===== config.mk =====
export PLATFORM = sky130hd
export DESIGN_NAME = div_issue
export DESIGN_NICKNAME = d
export VERILOG_FILES = /design/src/rtl/div_issue_pkg.sv /design/src/rtl/div_issue.sv
export SDC_FILE = /design/constraint.sdc
export NUM_CORES = 1
export LEC_CHECK = 0
export BUFFER_PORTS_ARGS = -buffer_cell sky130_fd_sc_hd__buf_2
export CAP_MARGIN = 30
export CORE_MARGIN = 4
export CORE_UTILIZATION = 30
export DETAILED_ROUTE_END_ITERATION = 12
export PLACE_DENSITY = 0.69
export SYNTH_ARGS = -nofsm -noshare
export SYNTH_HDL_FRONTEND = slang
export SYNTH_SLANG_ARGS = --single-unit

===== constraint.sdc =====
create_clock -name clk -period 4.13 [get_ports clk]
set_input_delay 0.413 -clock clk [delete_from_list [all_inputs] [get_ports clk]]
set_output_delay 0.413 -clock clk [all_outputs]
set_load 0.03 [all_outputs]

===== src/rtl/div_issue_pkg.sv =====
// Shared definitions for the divide-request controller: op encodings, FSM states and
// the divider timing constants the controller and its bench agree on.
package div_issue_pkg;

   localparam logic [1:0] OP_DIV_W  = 2'b00;
   localparam logic [1:0] OP_MOD_W  = 2'b01;
   localparam logic [1:0] OP_DIV_WU = 2'b10;
   localparam logic [1:0] OP_MOD_WU = 2'b11;

   typedef enum logic [1:0] {
      S_IDLE,
      S_BUSY,
      S_DONE
   } state_e;

   // Cycles the divider keeps `div` high before `complete`, and accept-to-valid latency.
   localparam int unsigned DIV_ITER_CYCLES   = 34;
   localparam int unsigned DIV_ISSUE_LATENCY = 35;

endpackage


===== src/rtl/div_issue.sv =====
// Divide-request controller: issues DIV/MOD micro-ops to the iterative divider, buffers the
// result for writeback and cancels on flush. Optional macro: DIV_ZERO_FAST_EN.
module div_issue
   import div_issue_pkg::*;
(
   input  logic        clk,
   input  logic        reset,
   input  logic        in_valid,
   output logic        in_ready,
   input  logic [1:0]  in_op,
   input  logic [31:0] in_src1,
   input  logic [31:0] in_src2,
   input  logic [4:0]  in_dest,
   input  logic        flush,
   output logic        out_valid,
   input  logic        out_ready,
   output logic [31:0] out_result,
   output logic [4:0]  out_dest,
   output logic        dv_req,
   output logic        dv_signed,
   output logic [31:0] dv_x,
   output logic [31:0] dv_y,
   input  logic        dv_complete,
   input  logic [31:0] dv_q,
   input  logic [31:0] dv_r
);

   state_e      state_q, state_d;
   logic [31:0] dv_x_q, dv_x_d;
   logic [31:0] dv_y_q, dv_y_d;
   logic        dv_signed_q, dv_signed_d;
   logic        sel_r_q, sel_r_d;
   logic [4:0]  dest_q, dest_d;
   logic [31:0] result_q, result_d;
   logic        accept;
   logic        fast_zero;

   always_comb begin
      in_ready = ((state_q == S_IDLE) | ((state_q == S_DONE) & out_ready)) & ~flush;
      accept   = in_valid & in_ready;
`ifdef DIV_ZERO_FAST_EN
      fast_zero = (in_src2 == 32'h0);
`else
      fast_zero = 1'b0;
`endif
   end

   // State register
   always_ff @(posedge clk or posedge reset) begin
      if (reset) begin
         state_q <= S_IDLE;
      end else begin
         state_q <= state_d;
      end
   end

   // Next state; flush overrides everything, including a same-cycle completion
   always_comb begin
      state_d = state_q;
      if (flush) begin
         state_d = S_IDLE;
      end else begin
         unique case (state_q)
            S_IDLE: begin
               if (accept) state_d = fast_zero ? S_DONE : S_BUSY;
            end
            S_BUSY: begin
               if (dv_complete) state_d = S_DONE;
            end
            S_DONE: begin
               if (out_ready) begin
                  if (accept) state_d = fast_zero ? S_DONE : S_BUSY;
                  else        state_d = S_IDLE;
               end
            end
            default: state_d = S_IDLE;
         endcase
      end
   end

   // Outputs; `div` must fall in DONE so the divider's counter restarts for the next op
   always_comb begin
      dv_req     = (state_q == S_BUSY);
      out_valid  = (state_q == S_DONE);
      dv_x       = dv_x_q;
      dv_y       = dv_y_q;
      dv_signed  = dv_signed_q;
      out_result = result_q;
      out_dest   = dest_q;
   end

   always_comb begin
      dv_x_d      = dv_x_q;
      dv_y_d      = dv_y_q;
      dv_signed_d = dv_signed_q;
      sel_r_d     = sel_r_q;
      dest_d      = dest_q;
      result_d    = result_q;
      if (accept) begin
         dv_x_d      = in_src1;
         dv_y_d      = in_src2;
         dv_signed_d = ~in_op[1];
         sel_r_d     = in_op[0];
         dest_d      = in_dest;
         if (fast_zero) result_d = in_op[0] ? in_src1 : 32'hFFFF_FFFF;
      end
      if ((state_q == S_BUSY) && dv_complete && !flush) begin
         result_d = sel_r_q ? dv_r : dv_q;
      end
   end

   always_ff @(posedge clk or posedge reset) begin
      if (reset) begin
         dv_x_q      <= 32'h0;
         dv_y_q      <= 32'h0;
         dv_signed_q <= 1'b0;
         sel_r_q     <= 1'b0;
         dest_q      <= 5'h0;
         result_q    <= 32'h0;
      end else begin
         dv_x_q      <= dv_x_d;
         dv_y_q      <= dv_y_d;
         dv_signed_q <= dv_signed_d;
         sel_r_q     <= sel_r_d;
         dest_q      <= dest_d;
         result_q    <= result_d;
      end
   end

endmodule


**Word-level counts from Yosys, hierarchy flattened**

Index checks and enable logic that the tools add are counted.

- Flip-flop bits (word level): 105
- Logic and storage cells: 30

- Eq/ne operators: 5
- Multiplexer cells: 7
- Bitwise logic cells: 6
- Reductions and logical operators: 5

Operators with widths:

| cell | number |
|---|---|
| two-way mux 32 bit | 1 |
| two-way mux 2 bit | 4 |
| inequality test 3 x 2 -> 1 bit (second input constant) | 2 |
| one-hot mux 2 bit (3 select lines) | 1 |
| AND 1 bit | 3 |
| inequality test 3 bit (second input constant) | 1 |
| AND reduction 3 bit | 1 |
| == test 2 x 1 -> 1 bit (second input constant) | 1 |
| == test 2 bit (second input constant) | 1 |
| logical AND 1 bit | 2 |
| zero test 2 bit | 1 |
| inverter 1 bit | 2 |
| zero test 1 bit | 1 |
| two-way mux 1 bit | 1 |
| bitwise OR 1 bit | 1 |

**Depth between registers and ports, before layout**

Gate-level depths: netlist of the first run.

- Word-level depth: 9
- Mapped depth: 5
- Mapped depth without buffers: 3

**Worst setup path before layout of the first run**

OpenSTA, ideal clock, no wires.

- Path kind: input port to flip-flop
- Start: in out_ready
- End: reg dv_x_q[23], in the netlist dv_x[23]
- Arrival time: 1.698 ns
- Path slack: 2.307 ns
- Cell stages on the path: 4
- Buffers on the path: 1
- Cell sequence: inv_1 -> a2111oi_4 -> buf_6 -> mux2_2

- Word-level cells in the longest chain between the ends: 4

RTL lines:

| item | RTL line | text |
|---|---|---|
| from (decl) | div_issue.sv:16 | `input logic out_ready,` |
| AND 1 bit | div_issue.sv:39 | `in_ready = ((state_q == S_IDLE) \| ((state_q == S_DONE) & out_ready)) & ~flush;` |
| bitwise OR 1 bit | div_issue.sv:39 |  |
| AND 1 bit | div_issue.sv:39 |  |
| AND 1 bit | div_issue.sv:40 | `accept = in_valid & in_ready;` |
| to (signal assigned) | div_issue.sv:121 | `dv_x_q <= dv_x_d;` |
| to (decl) | div_issue.sv:29 | `logic [31:0] dv_x_q, dv_x_d;` |

Every way passes these cells.
A chain may end at the register's enable or synchronous reset.

**Worst setup path after layout of the first run**

- Start: reg state_q[1]
- End: reg dv_y_q[27], in the netlist dv_y[27]

- Word-level cells in the longest chain between the ends: 5
- Elaborated cells on any way between the ends: 6
- Those cells by class: eq/ne: 1; bitwise: 4; reduce/logical: 1

RTL lines:

| item | RTL line | text |
|---|---|---|
| from (decl) | div_issue.sv:28 | `state_e state_q, state_d;` |
| from (signal assigned) | div_issue.sv:53 | `state_q <= state_d;` |
| == test 2 bit | div_issue.sv:39 |  |
| AND 1 bit | div_issue.sv:39 |  |
| bitwise OR 1 bit (*) | div_issue.sv:39 |  |
| AND 1 bit (*) | div_issue.sv:39 |  |
| AND 1 bit (*) | div_issue.sv:40 |  |
| to (signal assigned) | div_issue.sv:122 | `dv_y_q <= dv_y_d;` |
| to (decl) | div_issue.sv:30 | `logic [31:0] dv_y_q, dv_y_d;` |

Mark *: on every way between the ends. The rest lies on a longest branch, timed or not.

==> flow_summary.rst, run 1 <==
.. list-table::
   :header-rows: 1

   * - Metric
     - Value
   * - Longest individual stage delay on the worst path
     - 760 ps
   * - DRC violations left
     - 0
   * - Routed Wire Length
     - 10.5 mm
   * - HPWL after DPL
     - 7.94 mm
   * - Fraction of layout cells with a size suffix above 1
     - 0.602
   * - Number of non-filler instances in the completed layout
     - 730
   * - Maximum vdd ir drop
     - 0.248 mV
   * - Register area share after synthesis
     - 0.619
   * - Cell at the slowest stage of the critical path
     - sky130_fd_sc_hd__buf_4
   * - Final nets
     - 686
   * - Number of clock sinks seen by CTS
     - 105
   * - Post-cts gate resize count
     - 0
   * - Detailed Routing Iterations Pass 1
     - 4
   * - Achievable clock frequency
     - 0.463 GHz
   * - Leakage component of the power
     - 0.00294 uW
   * - Cell Chain, Critical Path
     - a2111oi_4 > buf_4 > mux2_2
   * - Largest net degree at the start of global routing
     - 72
   * - Number of unique standard cell types used by synthesis
     - 16
   * - Clock skew
     - 6.29 ps
   * - Max H-tree Level
     - 3
   * - Syn Inst Count
     - 303
   * - Initial Util
     - 0.306
   * - Post-Place Cells
     - 714
   * - CP arrival
     - 2390 ps
   * - Total CTS buffers
     - 9
   * - Aggregate global routing overflow
     - 0
   * - Total vias in the final route
     - 3198
   * - Synthesis-to-layout area growth
     - 38.9%
   * - Fill cell count
     - 1291
   * - Final cycle utilization of the critical path
     - 0.523
   * - Worst-Margin Slew
     - 954 ps
   * - Standard-cell row count
     - 43
   * - First-pass GRT wire length
     - 16.6 mm
   * - Run status
     - finished, final reports clean
   * - Post-detailed-route via-to-cell ratio
     - 4.38
   * - Leading cell type in the layout, fill and taps excluded
     - sky130_fd_sc_hd__buf_2
   * - Power density over the cells
     - 585 nW/um^2
   * - Cell area after synthesis
     - 4250 um^2
   * - Initial DRC count
     - 57
   * - Final count of hold timing violations
     - 0
   * - Setup repair after global routing missed its margin
     - no
   * - Cts hold-fix bufs
     - 0
   * - Number of antenna cells inserted
     - 0
   * - Post-DR wirelength/cell
     - 14.3 um
   * - Max-cap check violation count
     - 0
   * - Final RePlAce weighted congestion
     - 0.825
   * - Die outline area
     - 16100 um^2
   * - Startpoint Class
     - register
   * - Final count of negative-setup-slack endpoints
     - 0
   * - Die width
     - 127 um
   * - TritonCTS clock tree
     - yes
   * - Biggest fanout along the worst timing path
     - 71
   * - Worst max-slew margin expressed relative to the limit
     - 0.364
   * - Net count of the mapped netlist
     - 444
   * - Clock Latency Late Sink
     - 340 ps
   * - Tightest Hold Check Type
     - input port to asynchronous set/reset pin
   * - IO Port Bufs
     - 245
   * - Height of the die
     - 127 um
   * - Routed Antenna Nets
     - 0
   * - Mean instance size in the synthesized netlist
     - 14.0 um^2
   * - Capturing element type of the critical path
     - register
   * - Critical path start-end classification
     - register to register
   * - Antenna violations before repair
     - 0
   * - Syn. warnings
     - 0
   * - Total negative slack for setup checks
     - 0 ps
   * - Most used cells in the layout excluding fill and tap cells
     - 245 x sky130_fd_sc_hd__buf_2, 104 x sky130_fd_sc_hd__dfrtp_1, 64 x sky130_fd_sc_hd__mux2_2, 34 x sky130_fd_sc_hd__nor2_1, 33 x sky130_fd_sc_hd__mux2i_1
   * - GRT Total Usage
     - 0.130
   * - Number of top-level pins
     - 246
   * - Crit path time final
     - 2160 ps
   * - Clock root cell
     - sky130_fd_sc_hd__clkbuf_16
   * - Setup Buffers After CTS
     - 0
   * - Number of global-route vias before repair
     - 3534
   * - Core Box Area
     - 13900 um^2
   * - Total count of max-transition violations in the final report
     - 0
   * - Total of flip-flops plus latches after synthesis
     - 105
   * - Maximum number of buffers from clock root to sink
     - 2
   * - Clk pin slew, worst setup/hold paths
     - 70 ps
   * - Required @ worst endpoint
     - 4360 ps
-- cell type report --
type	instances	area (um^2)	area share
Clock buffer	12	246	0.0418
Sequential cell	105	2630	0.446
Inverter	4	17.5	0.00297
Multi-Input combinational cell	176	1490	0.253
Tap cell	180	225	0.0382
Clock inverter	4	28.8	0.00488
Timing Repair Buffer	249	1260	0.213
-- Yosys cell counts --
cell,count,area (um^2)
sky130_fd_sc_hd__dfrtp_1,105,2630
sky130_fd_sc_hd__a21o_1,1,7.51
sky130_fd_sc_hd__nor2_1,34,128
sky130_fd_sc_hd__buf_6,7,78.8
sky130_fd_sc_hd__buf_2,3,15.0
sky130_fd_sc_hd__mux2_2,64,721
sky130_fd_sc_hd__mux2_1,6,67.6
sky130_fd_sc_hd__nor4bb_1,1,10.0
sky130_fd_sc_hd__buf_1,8,30.0
sky130_fd_sc_hd__a211oi_1,1,7.51
sky130_fd_sc_hd__nor2b_1,2,12.5
sky130_fd_sc_hd__a2111oi_4,1,27.5
sky130_fd_sc_hd__a21oi_1,32,160
sky130_fd_sc_hd__a22oi_1,1,7.51
sky130_fd_sc_hd__mux2i_1,33,330
sky130_fd_sc_hd__inv_1,4,15.0
-- sequential cells by signal (all words and copies together) (netlist names) --
register    flops
dv_y           32
sel_r_q         1
dv_x           32
state_q         2
dv_signed       1
out_dest        5
out_result     32
-- critical path, delay by kind of cell (launching register included) --
family / cells / cell delay (ps)
AOI/OAI and AO/OA: 1 / 340
buffers and inverters: 1 / 760
DFF: 1 / 470
muxes: 1 / 420
-- where the power goes --
part	switching [uW]	internal (uW)	leakage [uW]
Sequential	160	1280	0.00122
Clock	360	426	0.000129
Combinational	791	433	0.00159
Total	1310	2140	0.00294
-- cells by family after synthesis --
| kind of cell | after synthesis | share of synthesized area |
|---|---|---|
| AND/OR/NAND/NOR | 37 | 0.0354 |
| buffers and inverters | 22 | 0.0327 |
| multiplexers | 103 | 0.263 |
| flip-flops | 105 | 0.619 |
| AO/OA/AOI/OAI | 36 | 0.0495 |
-- per-stage QoR --
step	cell area [um^2]	total power, uW	utilization	hold WS (ps)	worst slack, ps
CTS	5900	3510	0.425	230	1960
finish	5900	3450	0.425	212	1970
global route	5900	3650	0.425	270	1860
global placement	5620	2670	0.405	464	1900
floorplan	4250	2280	-	479	956
detailed placement	5620	2700	0.405	477	1830
-- worst paths after layout --
kind	start	to	slack, ps	depth (start not counted)
worst max-delay path	state_q[1]$_DFFE_PP0P_	dv_y[27]$_DFFE_PP0P_	1970	3
worst min-delay path	reset	dv_y[5]$_DFFE_PP0P_	210	2
worst max register to register	state_q[1]$_DFFE_PP0P_	dv_y[27]$_DFFE_PP0P_	1970	3
worst min register to register	dv_x[28]$_DFFE_PP0P_	dv_x[28]$_DFFE_PP0P_	490	1
max in group asynchronous	reset	out_result[8]$_DFFE_PP0P_	3100	3
min in group clk	in_op[1]	dv_signed$_DFFE_PP0P_	260	2
-- per-layer routing --
layer | routed length (um) | track usage | share of wire | up-vias
met5 | 0 | 0 | 0 | -
met4 | 202 | 0.0568 | 0.019 | 0
met3 | 1180 | 0.0484 | 0.11 | 13
met2 | 5120 | 0.223 | 0.49 | 158
met1 | 3970 | 0.144 | 0.38 | 1491
li1 | - | - | - | 1536
(Power assumes the default switching activity.)
==> run 2: changes to the inputs <==
ABC_AREA = 1   (was not set)
PLACE_DENSITY = 0.68   (was 0.69)
clock period = 1.99 ns   (was 4.13 ns; I/O delays follow)
==> run 2 against run 1 <==
Sequential power rose by 100%. Largest cell class unchanged. Final cell count grew 36%. Setup slack got worse by 1700 ps. Critical endpoint is now in_ready. Hold slack worse by 120 ps. Clock-buffer cell count decreased by 1. Clock power increased by 130%. Combinational power grew 99%. Synthesized cell count is 88% higher. Via count rose by 41%.
==> flow_summary.rst, run 2 <==
.. list-table::
   :header-rows: 1

   * - Metric
     - Value
   * - TritonCTS clock tree
     - yes
   * - Tightest Hold Check Type
     - input port to register
   * - HPWL after DPL
     - 9.99 mm (+26%)
   * - Max-cap check violation count
     - 0 (unchanged)
   * - Internal Pwr Total
     - 4360 uW (+100%)
   * - Cell Chain, Critical Path
     - nor2_4 > and2_1 > buf_2
   * - Worst path buffer plus inverter count
     - 1 (unchanged)
   * - Net count of the mapped netlist
     - 712 (+60%)
   * - Biggest fanout along the worst timing path
     - 11 (-85%)
   * - Cell area after synthesis
     - 4640 um^2 (+9.3%)
   * - Maximum number of buffers from clock root to sink
     - 2 (unchanged)
   * - Required @ worst endpoint
     - 1790 ps (-2570 ps)
   * - Most used cells in the layout excluding fill and tap cells
     - 272 x sky130_fd_sc_hd__nand2_1, 245 x sky130_fd_sc_hd__buf_2, 104 x sky130_fd_sc_hd__dfrtp_1, 72 x sky130_fd_sc_hd__nand4_1, 37 x sky130_fd_sc_hd__inv_1
   * - Aggregate global routing overflow
     - 0 (unchanged)
   * - Detailed Routing Iterations Pass 1
     - 4 (unchanged)
   * - Die outline area
     - 17500 um^2 (+8.7%)
   * - Maximum vdd ir drop
     - 0.491 mV (+98%)
   * - Number of antenna cells inserted
     - 0 (unchanged)
   * - Capturing element type of the critical path
     - primary output
   * - Total count of max-transition violations in the final report
     - 0 (unchanged)
   * - First-pass GRT wire length
     - 22.2 mm (+33%)
   * - Final cycle utilization of the critical path
     - 0.867
   * - Number of clock sinks seen by CTS
     - 105 (unchanged)
   * - Max H-tree Level
     - 3 (unchanged)
   * - Final RePlAce weighted congestion
     - 0.809 (-2.0%)
   * - Total CTS buffers
     - 9 (unchanged)
   * - Synthesis-to-layout area growth
     - 38.2%
   * - Register area share after synthesis
     - 0.566 (-0.0529)
   * - Cell at the slowest stage of the critical path
     - sky130_fd_sc_hd__dfrtp_1
   * - Height of the die
     - 132 um (+4.3%)
   * - Final count of negative-setup-slack endpoints
     - 0 (unchanged)
   * - Initial DRC count
     - 251 (+340%)
   * - Leading cell type in the layout, fill and taps excluded
     - sky130_fd_sc_hd__nand2_1
   * - Main area contributors after synthesis
     - sky130_fd_sc_hd__dfrtp_1 57%, sky130_fd_sc_hd__nand2_1 22%, sky130_fd_sc_hd__nand4_1 9.7%
   * - Area share of the leading cell type in the synthesized netlist
     - 0.566 (-0.0529)
   * - Routed Wire Length
     - 13.9 mm (+33%)
   * - Initial Util
     - 0.305 (-0.000491)
   * - Final total power
     - 7120 uW (+110%)
   * - Fraction of layout cells with a size suffix above 1
     - 0.349 (-0.253)
   * - Number of global-route vias before repair
     - 4388 (+24%)
   * - Run status
     - finished, final reports clean
   * - Cell taking the most area after synthesis
     - sky130_fd_sc_hd__dfrtp_1
   * - Clk pin slew, worst setup/hold paths
     - 70 ps (about the same)
   * - CP arrival
     - 1530 ps (-860 ps)
   * - Kind of cell with the highest combined delay on the critical path
     - simple AND/OR/NAND/NOR gates
   * - Count leader, synth
     - sky130_fd_sc_hd__nand2_1
   * - Startpoint Class
     - register
   * - Total of flip-flops plus latches after synthesis
     - 105 (unchanged)
   * - Antenna violations before repair
     - 0 (unchanged)
   * - Number of unique standard cell types used by synthesis
     - 14 (-2)
   * - Crit path time final
     - 1730 ps
   * - Longest individual stage delay on the worst path
     - 450 ps (-310 ps)
   * - Standard-cell row count
     - 45 (+4.7%)
   * - Fill cell count
     - 1541 (+19%)
   * - Post-DR wirelength/cell
     - 14.0 um (-2.4%)
   * - Number of synthesized flops with an enable pin
     - 0 (unchanged)
   * - Worst max-slew margin expressed relative to the limit
     - 0.672 (+0.308)
   * - Portion of total power attributed to combinational logic
     - 0.341 (-0.014)
   * - Syn. warnings
     - 0 (unchanged)
   * - Largest net degree at the start of global routing
     - 73 (+1.4%)
   * - Mean instance size in the synthesized netlist
     - 8.13 um^2 (-42%)
   * - Min setup slack post-route
     - 265 ps (-1700 ps)
   * - Post-detailed-route via-to-cell ratio
     - 4.53 (+3.5%)
   * - Core Box Area
     - 15200 um^2 (+9.5%)
   * - Clock skew
     - 10.8 ps (+4.53 ps)
   * - Final nets
     - 941 (+37%)
   * - Total vias in the final route
     - 4503 (+41%)
   * - Total negative slack for setup checks
     - 0 ps (unchanged)
   * - Most numerous cell types in the synthesized netlist
     - 273 x sky130_fd_sc_hd__nand2_1, 105 x sky130_fd_sc_hd__dfrtp_1, 72 x sky130_fd_sc_hd__nand4_1
   * - Power density over the cells
     - 1110 nW/um^2 (+90%)
   * - Worst-Margin Slew
     - 492 ps (-461 ps)
   * - Switching fraction of total power
     - 0.388 (+0.00783)
   * - Die width
     - 132 um (+4.3%)
   * - Asr flop ratio synth
     - 1.00 (unchanged)
   * - Routed Antenna Nets
     - 0 (unchanged)
   * - Leakage component of the power
     - 0.00377 uW (+28%)
   * - Achievable clock frequency
     - 0.580 GHz
   * - Clock Latency Late Sink
     - 340 ps (about the same)
   * - Final count of hold timing violations
     - 0 (unchanged)
   * - Syn Inst Count
     - 571 (+88%)
   * - Part of the power in the clock network
     - 0.254 (+0.026)
   * - Sequential group share of total power
     - 0.405 (-0.013)
   * - Clock root cell
     - sky130_fd_sc_hd__clkbuf_16
   * - Critical path start-end classification
     - register to primary output
   * - Top flip-flop cell by instance count after synthesis
     - sky130_fd_sc_hd__dfrtp_1
   * - Switch Pwr
     - 2760 uW (+110%)
   * - IO Port Bufs
     - 245 (unchanged)
   * - GRT Total Usage
     - 0.155 (+0.0256)
   * - Setup repair after global routing missed its margin
     - no
   * - Worst Setup Slack post-DPL
     - 582 ps (-1240 ps)
   * - Number of top-level pins
     - 246 (unchanged)
   * - DRC violations left
     - 0 (unchanged)
run 2: cell count changes after synthesis, moves of 7 or more:
cell	before	now
sky130_fd_sc_hd__inv_1	4	38
sky130_fd_sc_hd__mux2i_1	33	0
sky130_fd_sc_hd__mux2_2	64	0
sky130_fd_sc_hd__a21oi_1	32	0
sky130_fd_sc_hd__o21ai_0	0	33
sky130_fd_sc_hd__buf_6	7	0
sky130_fd_sc_hd__clkbuf_1	0	19
sky130_fd_sc_hd__nand4_1	0	72
sky130_fd_sc_hd__buf_2	3	18
sky130_fd_sc_hd__nand2_1	0	273
sky130_fd_sc_hd__nor2_1	34	2
run 2: power groups by stage:
stage / clock (uW) / sequential (uW) / combinational, uW
after global placement: 0 / 2910 / 2430
final: 1810 / 2890 / 2430
after floorplan: 0 / 3830 / 659
after detailed placement: 0 / 2910 / 2460
after CTS: 1870 / 2890 / 2460
after global routing: 1930 / 2950 / 2630
run 2: final cells by class:
class / instances / area, um^2 / area share
multi-input combinational: 386 / 1690 / 0.264
timing repair buffer: 260 / 1400 / 0.219
inverter: 38 / 146 / 0.0228
clock inverter: 5 / 53.8 / 0.00839
tap: 188 / 235 / 0.0367
clock buffer: 11 / 253 / 0.0394
sequential: 105 / 2630 / 0.410
run 2: what timing repair did:
item / CTS / global route
buffers inserted: 0 / 0
hold buffers: 1 / 0
hold endpoints to repair: 6 / 0
gates resized for setup: 0 / 0
run 2: cells by family after synthesis:
kind of cell	after synthesis	share of synthesized area
AO/OA/AOI/OAI	33	0.0356
buffers and inverters	80	0.0695
flip-flops	105	0.566
AND/OR/NAND/NOR	353	0.329
run 2: worst reg2reg max path: stages, from the launching register on:
cell	delay, ps
sky130_fd_sc_hd__dfrtp_1	400
sky130_fd_sc_hd__nand2_2	260
sky130_fd_sc_hd__buf_4	420
sky130_fd_sc_hd__nand4_1	160
sky130_fd_sc_hd__nand2_1	100
run 2: path summary, 6_finish.rpt:
check,end,cells past startpoint,startpoint,slack (ps)
max,in_ready,3,state_q[0]$_DFFE_PP0P_,260
min reg2reg,dv_y[17]$_DFFE_PP0P_,2,dv_y[17]$_DFFE_PP0P_,470
min,state_q[0]$_DFFE_PP0P_,2,dv_complete,90
min in group asynchronous,out_result[10]$_DFFE_PP0P_,3,reset,340
max reg2reg,dv_y[20]$_DFFE_PP0P_,4,state_q[1]$_DFFE_PP0P_,580
max in group asynchronous,dv_y[11]$_DFFE_PP0P_,4,reset,1090
run 2: per-stage QoR:
step,std cells,area [um^2],util,hold WS (ps)
floorplan,571,4650,-,306
CTS,993,6410,0.422,72.2
global placement,976,6100,0.401,151
detailed placement,976,6100,0.401,150
finish,993,6410,0.422,87.5
global route,993,6410,0.422,76.5
run 2: metal layers:
metal  share of wire  routed length, um  up-vias  track usage
li1                -                  -     2296            -
met4           0.014                199        0       0.0520
met1            0.42               5850     2038        0.192
met3           0.069                960       13       0.0416
met2            0.50               6880      156        0.263
met5               0                  0        -            0
